File: src/rtl/audio_mem_streamer.sv
// audio_mem_streamer: Avalon-MM master for the on-chip sample memory (s1).
// Record mode writes ADC samples to memory. Playback mode reads them back
// and passes them to the DAC transmit path with a valid/ready handshake.
// Optional feature macro: AUDIO_MEM_LOOP_PLAYBACK_EN. When it is defined,
// playback wraps to address 0 after the last sample and runs until stop.
module audio_mem_streamer #(
  parameter int ADDR_W = 18,
  parameter int DATA_W = 16,
  parameter int DEPTH  = 262144
) (
  input  logic                clk_clk,
  input  logic                reset_reset_n,
  input  logic                rec_start,
  input  logic                play_start,
  input  logic                stop,
  input  logic [DATA_W-1:0]   adc_sample,
  input  logic                adc_valid,
  output logic [DATA_W-1:0]   dac_sample,
  output logic                dac_valid,
  input  logic                dac_ready,
  output logic [ADDR_W-1:0]   mem_address,
  output logic                mem_chipselect,
  output logic                mem_write,
  output logic                mem_clken,
  output logic [DATA_W/8-1:0] mem_byteenable,
  output logic [DATA_W-1:0]   mem_writedata,
  input  logic [DATA_W-1:0]   mem_readdata,
  output logic                busy,
  output logic [ADDR_W:0]     rec_count,
  output logic                full
);

  localparam int BE_W = DATA_W / 8;
  localparam logic [ADDR_W:0] DEPTH_C = (ADDR_W + 1)'(DEPTH);

  typedef enum logic [2:0] {
    IDLE,
    REC,
    PLAY_RD,
    PLAY_WAIT,
    PLAY_HOLD
  } state_t;

  state_t              state_reg, state_next;
  logic [ADDR_W:0]     ptr_reg, ptr_next;
  logic [ADDR_W:0]     rec_count_reg, rec_count_next;
  logic                full_reg, full_next;
  logic [DATA_W-1:0]   dac_sample_reg, dac_sample_next;
  logic                dac_valid_reg, dac_valid_next;
  logic [ADDR_W-1:0]   addr_reg, addr_next;
  logic                cs_reg, cs_next;
  logic                wr_reg, wr_next;
  logic [DATA_W-1:0]   wdata_reg, wdata_next;
  logic [BE_W-1:0]     be_reg;
  logic                clken_reg;
  logic                last_sample;

  // Playback has reached the final recorded sample.
  assign last_sample = (ptr_reg == rec_count_reg - 1'b1);

  // State and every registered output; the bus strobes are precomputed
  // so they appear in the same cycle as the state that owns them.
  always_ff @(posedge clk_clk or negedge reset_reset_n) begin
    if (!reset_reset_n) begin
      state_reg      <= IDLE;
      ptr_reg        <= '0;
      rec_count_reg  <= '0;
      full_reg       <= 1'b0;
      dac_sample_reg <= '0;
      dac_valid_reg  <= 1'b0;
      addr_reg       <= '0;
      cs_reg         <= 1'b0;
      wr_reg         <= 1'b0;
      wdata_reg      <= '0;
      be_reg         <= '0;
      clken_reg      <= 1'b0;
    end else begin
      state_reg      <= state_next;
      ptr_reg        <= ptr_next;
      rec_count_reg  <= rec_count_next;
      full_reg       <= full_next;
      dac_sample_reg <= dac_sample_next;
      dac_valid_reg  <= dac_valid_next;
      addr_reg       <= addr_next;
      cs_reg         <= cs_next;
      wr_reg         <= wr_next;
      wdata_reg      <= wdata_next;
      be_reg         <= cs_next ? {BE_W{1'b1}} : {BE_W{1'b0}};
      clken_reg      <= 1'b1;
    end
  end

  // Next-state logic and next values of the registered outputs.
  always_comb begin
    state_next      = state_reg;
    ptr_next        = ptr_reg;
    rec_count_next  = rec_count_reg;
    full_next       = full_reg;
    dac_sample_next = dac_sample_reg;
    dac_valid_next  = dac_valid_reg;
    addr_next       = addr_reg;
    cs_next         = 1'b0;
    wr_next         = 1'b0;
    wdata_next      = wdata_reg;
    case (state_reg)
      IDLE: begin
        if (rec_start) begin
          state_next     = REC;
          ptr_next       = '0;
          rec_count_next = '0;
          full_next      = 1'b0;
        end else if (play_start && (rec_count_reg != '0)) begin
          state_next = PLAY_RD;
          ptr_next   = '0;
          cs_next    = 1'b1;
          addr_next  = '0;
        end
      end
      REC: begin
        // A sample arriving together with stop is still written and counted.
        if (adc_valid) begin
          cs_next        = 1'b1;
          wr_next        = 1'b1;
          addr_next      = ptr_reg[ADDR_W-1:0];
          wdata_next     = adc_sample;
          ptr_next       = ptr_reg + 1'b1;
          rec_count_next = rec_count_reg + 1'b1;
          if (rec_count_reg + 1'b1 == DEPTH_C) begin
            full_next  = 1'b1;
            state_next = IDLE;
          end
        end
        if (stop) begin
          state_next = IDLE;
        end
      end
      PLAY_RD: begin
        state_next = stop ? IDLE : PLAY_WAIT;
      end
      PLAY_WAIT: begin
        // Read data is valid this cycle; stop throws it away.
        if (stop) begin
          state_next = IDLE;
        end else begin
          dac_sample_next = mem_readdata;
          dac_valid_next  = 1'b1;
          state_next      = PLAY_HOLD;
        end
      end
      PLAY_HOLD: begin
        if (stop) begin
          dac_valid_next = 1'b0;
          state_next     = IDLE;
        end else if (dac_valid_reg && dac_ready) begin
          dac_valid_next = 1'b0;
          if (last_sample) begin
`ifdef AUDIO_MEM_LOOP_PLAYBACK_EN
            ptr_next   = '0;
            cs_next    = 1'b1;
            addr_next  = '0;
            state_next = PLAY_RD;
`else
            ptr_next   = ptr_reg + 1'b1;
            state_next = IDLE;
`endif
          end else begin
            ptr_next   = ptr_reg + 1'b1;
            cs_next    = 1'b1;
            addr_next  = ptr_reg[ADDR_W-1:0] + 1'b1;
            state_next = PLAY_RD;
          end
        end
      end
      default: begin
        state_next     = IDLE;
        dac_valid_next = 1'b0;
      end
    endcase
  end

  assign dac_sample     = dac_sample_reg;
  assign dac_valid      = dac_valid_reg;
  assign mem_address    = addr_reg;
  assign mem_chipselect = cs_reg;
  assign mem_write      = wr_reg;
  assign mem_clken      = clken_reg;
  assign mem_byteenable = be_reg;
  assign mem_writedata  = wdata_reg;
  assign busy           = (state_reg != IDLE);
  assign rec_count      = rec_count_reg;
  assign full           = full_reg;

endmodule

File: config.mk
export PLATFORM = sky130hd
export DESIGN_NAME = audio_mem_streamer
export DESIGN_NICKNAME = d
export VERILOG_FILES = /design/src/rtl/audio_mem_streamer.sv
export SDC_FILE = /design/constraint.sdc
export NUM_CORES = 1
export LEC_CHECK = 0
export CAP_MARGIN = 20
export CORE_MARGIN = 10
export CORE_UTILIZATION = 35
export CTS_BUF_LIST = sky130_fd_sc_hd__clkbuf_8
export DETAILED_ROUTE_END_ITERATION = 10
export DONT_BUFFER_PORTS = 1
export PLACE_DENSITY_LB_ADDON = 0.25
export REMOVE_ABC_BUFFERS = 1
export SYNTH_ARGS = -nofsm -noshare
export SYNTH_HDL_FRONTEND = slang
export SYNTH_SLANG_ARGS = --single-unit
File: constraint.sdc
create_clock -name clk_clk -period 7.3 [get_ports clk_clk]
set_clock_uncertainty 0.1 [all_clocks]
set_input_delay 1.095 -clock clk_clk [delete_from_list [all_inputs] [get_ports clk_clk]]
set_output_delay 1.095 -clock clk_clk [all_outputs]
set_load 0.01 [all_outputs]
==> results.cfg, run 1 <==
[die]
die_h_um = 153
die_w_um = 153
pin_count = 116
fp.dieArea_um2 = 23400
rows = 48
core_area_um2 = 17400
start_util = 0.357

[critical_path]
reg2reg_to = mem_address[17]$_DFFE_PN0P_
reg2regPathDepth = 9
critical_path_required_ns = 7.50
critPathKind = reg -> reg
worstPathMaxFanout = 15
crit_path_start = rec_count[0]$_DFFE_PN0P_
path_cells = inv_1 > ha_1 > nor4b_4 > nand3b_1 > o41a_1 > o21ai_1 > and2_1 > o21ai_2 > a31oi_1
reg2reg_slack_ns = 3.13
cpPeakStageDelay_ns = 0.75
crit_path_start_kind = register
end_kind = register
slowest_stage = o21ai_1
r2r-start = rec_count[0]$_DFFE_PN0P_
crit_arrival_ns = 4.37

[clock_tree]
path_clk_slew_ns = 0.11
cts.path.max_buffers = 2
ctsRootBufferMaster = clkbuf_8
cts_buffers = 9
htreeDepth = 3
post_cts_buffers = 0
cts_resized = 0
cts_tree = done
clk_latency_ns = 0.39
cts_hold_buf = 0
clock_sinks = 96

[global_route]
gr-usage-met2 = 0.232
antenna_found_initial = 0
grt-ovfl-total = 0
busiest_layer = met2
gr-usage-all-layers = 0.146
grt_pass1_wl_um = 28900
met1_usage = 0.184
grt_pass1_vias = 5176
grt_max_degree = 97
use_met3 = 0.0505

[place]
place_area_um2 = 6210
pre_cts_ws_ns = 3.18
dp.cells = 890
gp_congestion = 0.838
place_hpwl_um = 12400
io_buffer_count = 0

[synthesis]
synth_edf_count = 0
synthMostInstantiatedCell = nand2_1
yosys-top-cells-area = dfrtp_1 (39%), nand2_1 (6.1%), o21ai_0 (5.4%)
ys_ff_latch = 96
synth.distinct_cells = 76
syn_area_per_cell_um2 = 8.49
synth_common_cells = nand2_1 (100), dfrtp_1 (96), o21ai_0 (67), nor2_1 (53), clkbuf_1 (49)
synth_top_area_share = 0.387
ys_async_sr_fraction = 1.00
yosys_warnings = 0
syn_inst = 730
synth_top_area_cell = dfrtp_1
ys_seq_area_frac = 0.387
syn_area_um2 = 6200
synthFlopType = dfrtp_1

[route]
num_vias = 5416
drtIter0Drc = 445
via_per_inst = 5.98
final_antenna_net_count = 0
drt_first_pass_iters = 5
wl_per_cell_um = 19.7
drcViolationCount = 0
wl_um = 17900

[job]
maxCapViolations = 0

[pwr]
ir_drop_v = 0.000186
fin_total_pwr_mw = 2.10
powerDensity_nw_per_um2 = 328
leakage_nw = 2.68

[sta]
finalCriticalPeriod_ns = 4.17
slew_viol_final = 0
final_hold_viol_count = 0
finalWorstSetupSlack_ns = 3.13
tns_ns = 0
rsz0062_at_grt = false
worst_slew_pin_slew_ns = 1.07
min_period_over_period = 0.571
hold_ws_ns = 0.283
setup_viol = 0
fmax_ghz = 0.240
relSlewSlack = 0.284

[final_layout]
final_area_um2 = 6410
areaGrowthSynthToFinish_pct = 3.37
layout-drive-gt1-share = 0.0954
instances_no_fill = 906
fill_cells = 1765
fin_util = 0.369
diodes = 0
num-nets-final = 718

[outcome]
status = complete, no violations

[worst_hold_path]
min_path_type = in -> async
[critical path: cells and delay by family, from the launching register on]
family | cells | cell delay, ns
compound gates | 4 | 1.69
simple gates | 3 | 1.35
flops | 1 | 0.55
fa+ha+maj | 1 | 0.27
buf+inv | 1 | 0.11
[placed cells by master (no fill, tap or decap), drive strengths merged, types with 11 or more instances in the layout]
| cell | netlist | routed |
|---|---|---|
| nand2 | 100 | 100 |
| dfrtp | 96 | 96 |
| o21ai | 71 | 71 |
| nor2 | 53 | 53 |
| a21oi | 35 | 35 |
| o31ai | 21 | 21 |
| inv | 15 | 20 |
| nor4 | 20 | 20 |
| nand3 | 18 | 18 |
| and3 | 18 | 18 |
| a31oi | 17 | 17 |
| nor3 | 17 | 17 |
| mux2 | 16 | 16 |
| xor2 | 11 | 11 |
[area by class of cell]
cell class                      count  area (um2)  share of cell area
Clock buffer                       10         138              0.0215
Sequential cell                    96        2400               0.375
Inverter                           15        56.3             0.00878
Timing Repair Buffer                5        37.5             0.00586
Tap cell                          225         282              0.0439
Multi-Input combinational cell    549        3440               0.536
Clock inverter                      6        57.6             0.00898
[report_power, final]
group	switching, mW	internal (mW)	leakage, nW	total [mW]
sequential	0.247	0.688	1.24	0.935
clock	0.218	0.143	0.102	0.361
combinational	0.503	0.303	1.33	0.806
[per-layer routing]
metal	share of wire	vias up
met4	0.016	0
met2	0.47	200
met5	0	-
met1	0.43	2628
met3	0.084	23
li1	-	2565
[worst max-delay path by stage]
stage / end / slack (ns)
after floorplan: mem_address[12]$_DFFE_PN0P_ / 3.49
after global placement: mem_address[16]$_DFFE_PN0P_ / 3.40
after detailed placement: mem_address[17]$_DFFE_PN0P_ / 3.18
after CTS: mem_address[17]$_DFFE_PN0P_ / 3.14
after global routing: mem_address[17]$_DFFE_PN0P_ / 2.70
final: mem_address[17]$_DFFE_PN0P_ / 3.13
[cell families (layout without fill, tap and decap cells)]
group           after synthesis  count (layout)  synth area share
compound gates              218             218             0.230
xor+xnor                     21              21            0.0297
fa+ha+maj                     3               3           0.00605
buf+inv                      85              36            0.0597
flops                        96              96             0.387
mux                          19              19            0.0339
other cells                   1               1          0.000605
simple gates                287             287             0.253
Note: power is estimated with default switching activity, not from simulation.
==> run 2: changes to the inputs <==
clock period = 4.2 ns   (was 7.3 ns; I/O delays follow)
==> run 2 against run 1 <==
Register-to-register slack got worse by 2.6 ns. Clock power rose by 65%. Flip-flop and latch count did not move. Fmax rose by 14%. Critical path depth did not move. Die area did not move. Power rose by 75%.
==> results.cfg, run 2 (same netlist as run 1, synthesis figures left out) <==
[final_layout]
num-nets-final = 731
final_area_um2 = 6520
layout_common_cells = nand2_1 (100), dfrtp_1 (96), o21ai_0 (67)
areaGrowthSynthToFinish_pct = 5.08
multi_input_area_um2 = 3440
final_common_cell = nand2_1
layout-drive-gt1-share = 0.110
fill_cells = 1741
diodes = 0
seqCellArea_um2 = 2400

[clock_tree]
post_cts_buffers = 0
clk_latency_ns = 0.38
ctsRootBufferMaster = clkbuf_8
cts_resized = 0
clock_sinks = 96
cts_buffers = 9
htreeDepth = 3
cts.path.max_buffers = 2
cts_tree = done
path_clk_slew_ns = 0.10
cts_hold_buf = 1

[sta]
final_hold_viol_count = 0
finalCriticalPeriod_ns = 3.67
worst_slew_pin_slew_ns = 1.00
setup_viol = 0
rsz0062_at_grt = false
min_period_over_period = 0.875
slew_viol_final = 0
fmax_ghz = 0.272
relSlewSlack = 0.334
tns_ns = 0

[route]
wl_met1_um = 7810
drtIter0Drc = 518
via_per_inst = 6.08
drcViolationCount = 0
top_layer = met4
wl_um = 18400
wl_met3_um = 1570
dr_wl_met2_um = 8730
final_antenna_net_count = 0
drt_first_pass_iters = 5
num_vias = 5587
wl_per_cell_um = 20.0

[pwr]
clkPwrFrac = 0.162
p_int_mw = 1.99
powerDensity_nw_per_um2 = 564
p_sw_mw = 1.69
seqPwrFrac = 0.442
power_frac_comb = 0.396
fin_total_pwr_mw = 3.68
ir_drop_v = 0.000242
leakage_nw = 2.75
power_switching_share = 0.460

[critical_path]
critPathKind = reg -> reg
cpPeakStageDelay_ns = 0.55
reg2regPathDepth = 9
r2r-start = rec_count[0]$_DFFE_PN0P_
crit_arrival_ns = 3.83
reg2reg_slack_ns = 0.53
worstPathMaxFanout = 15
path_cells = inv_1 > ha_1 > nor4b_4 > nand3b_1 > o41a_1 > o32a_1 > and2_1 > o21ai_2 > a31oi_1
critical_path_required_ns = 4.35
reg2reg_to = mem_address[16]$_DFFE_PN0P_
slowest_stage = dfrtp_1
crit_path_start_kind = register
end_kind = register

[place]
place_hpwl_um = 12900
io_buffer_count = 0
gp_congestion = 0.829
place_area_um2 = 6300

[global_route]
grt-ovfl-total = 0
grt_pass1_vias = 5296
gr-usage-all-layers = 0.149
grt_max_degree = 97
grt_pass1_wl_um = 29200
antenna_found_initial = 0

[die]
die_h_um = 153
die_w_um = 153
rows = 48
fp.dieArea_um2 = 23400
start_util = 0.357
pin_count = 116
core_area_um2 = 17400

[job]
maxCapViolations = 0

[worst_hold_path]
min_path_type = in -> async

[outcome]
status = complete, no violations
[run 2: cell types whose count changed in the layout (fill, tap and decap cells not counted), sizes merged]
cell      delta
buf         +13
clkbuf       +1
clkinvlp     +1
inv          -2
[run 2: metrics by stage]
stage	util	setup WS, ns	hold WS (ns)	instances
after CTS	0.375	0.553	0.0832	919
after detailed placement	0.363	0.551	0.239	902
after floorplan	-	0.389	0.234	660
after global placement	0.363	0.738	0.239	902
final	0.375	0.526	0.0648	919
after global routing	0.375	0.269	0.0997	919
[run 2: cell type report]
| type | instances | share of cell area |
|---|---|---|
| Multi-Input combinational cell | 549 | 0.527 |
| Timing Repair Buffer | 18 | 0.0238 |
| Clock inverter | 5 | 0.00499 |
| Tap cell | 225 | 0.0432 |
| Clock buffer | 11 | 0.0232 |
| Sequential cell | 96 | 0.369 |
| Inverter | 15 | 0.00864 |
[run 2: how the worst max path moves through the flow]
stage / start / to / slack, ns / cells after the start
after floorplan: state_reg[0]$_DFFE_PN0P_ / mem_address[12]$_DFFE_PN0P_ / 0.39 / 7
after global placement: rec_count[0]$_DFFE_PN0P_ / mem_address[16]$_DFFE_PN0P_ / 0.74 / 9
after detailed placement: rec_count[0]$_DFFE_PN0P_ / mem_address[16]$_DFFE_PN0P_ / 0.55 / 9
after CTS: rec_count[0]$_DFFE_PN0P_ / mem_address[16]$_DFFE_PN0P_ / 0.55 / 9
after global routing: rec_count[0]$_DFFE_PN0P_ / mem_address[16]$_DFFE_PN0P_ / 0.27 / 9
final: rec_count[0]$_DFFE_PN0P_ / mem_address[16]$_DFFE_PN0P_ / 0.53 / 9
[run 2: power groups by stage]
stage	Clock (mW)	Combinational [mW]	Sequential, mW
floorplan	0	1.05	1.53
CTS	0.622	1.45	1.65
detailed placement	0	1.43	1.66
global placement	0	1.38	1.66
finish	0.596	1.46	1.62
global route	0.660	1.63	1.68
[run 2: routing by layer]
metal / global-route usage / up-vias
met1: 0.187 / 2766
met5: 0 / -
li1: - / 2599
met4: 0.0463 / 0
met3: 0.0491 / 22
met2: 0.237 / 200
[run 2: worst max-delay path, delay by kind of cell, from the launching register on]
kind / cells / cell delay (ns)
compound gates: 4 / 1.37
simple gates: 3 / 1.13
flops: 1 / 0.55
fa+ha+maj: 1 / 0.28
buf+inv: 1 / 0.12
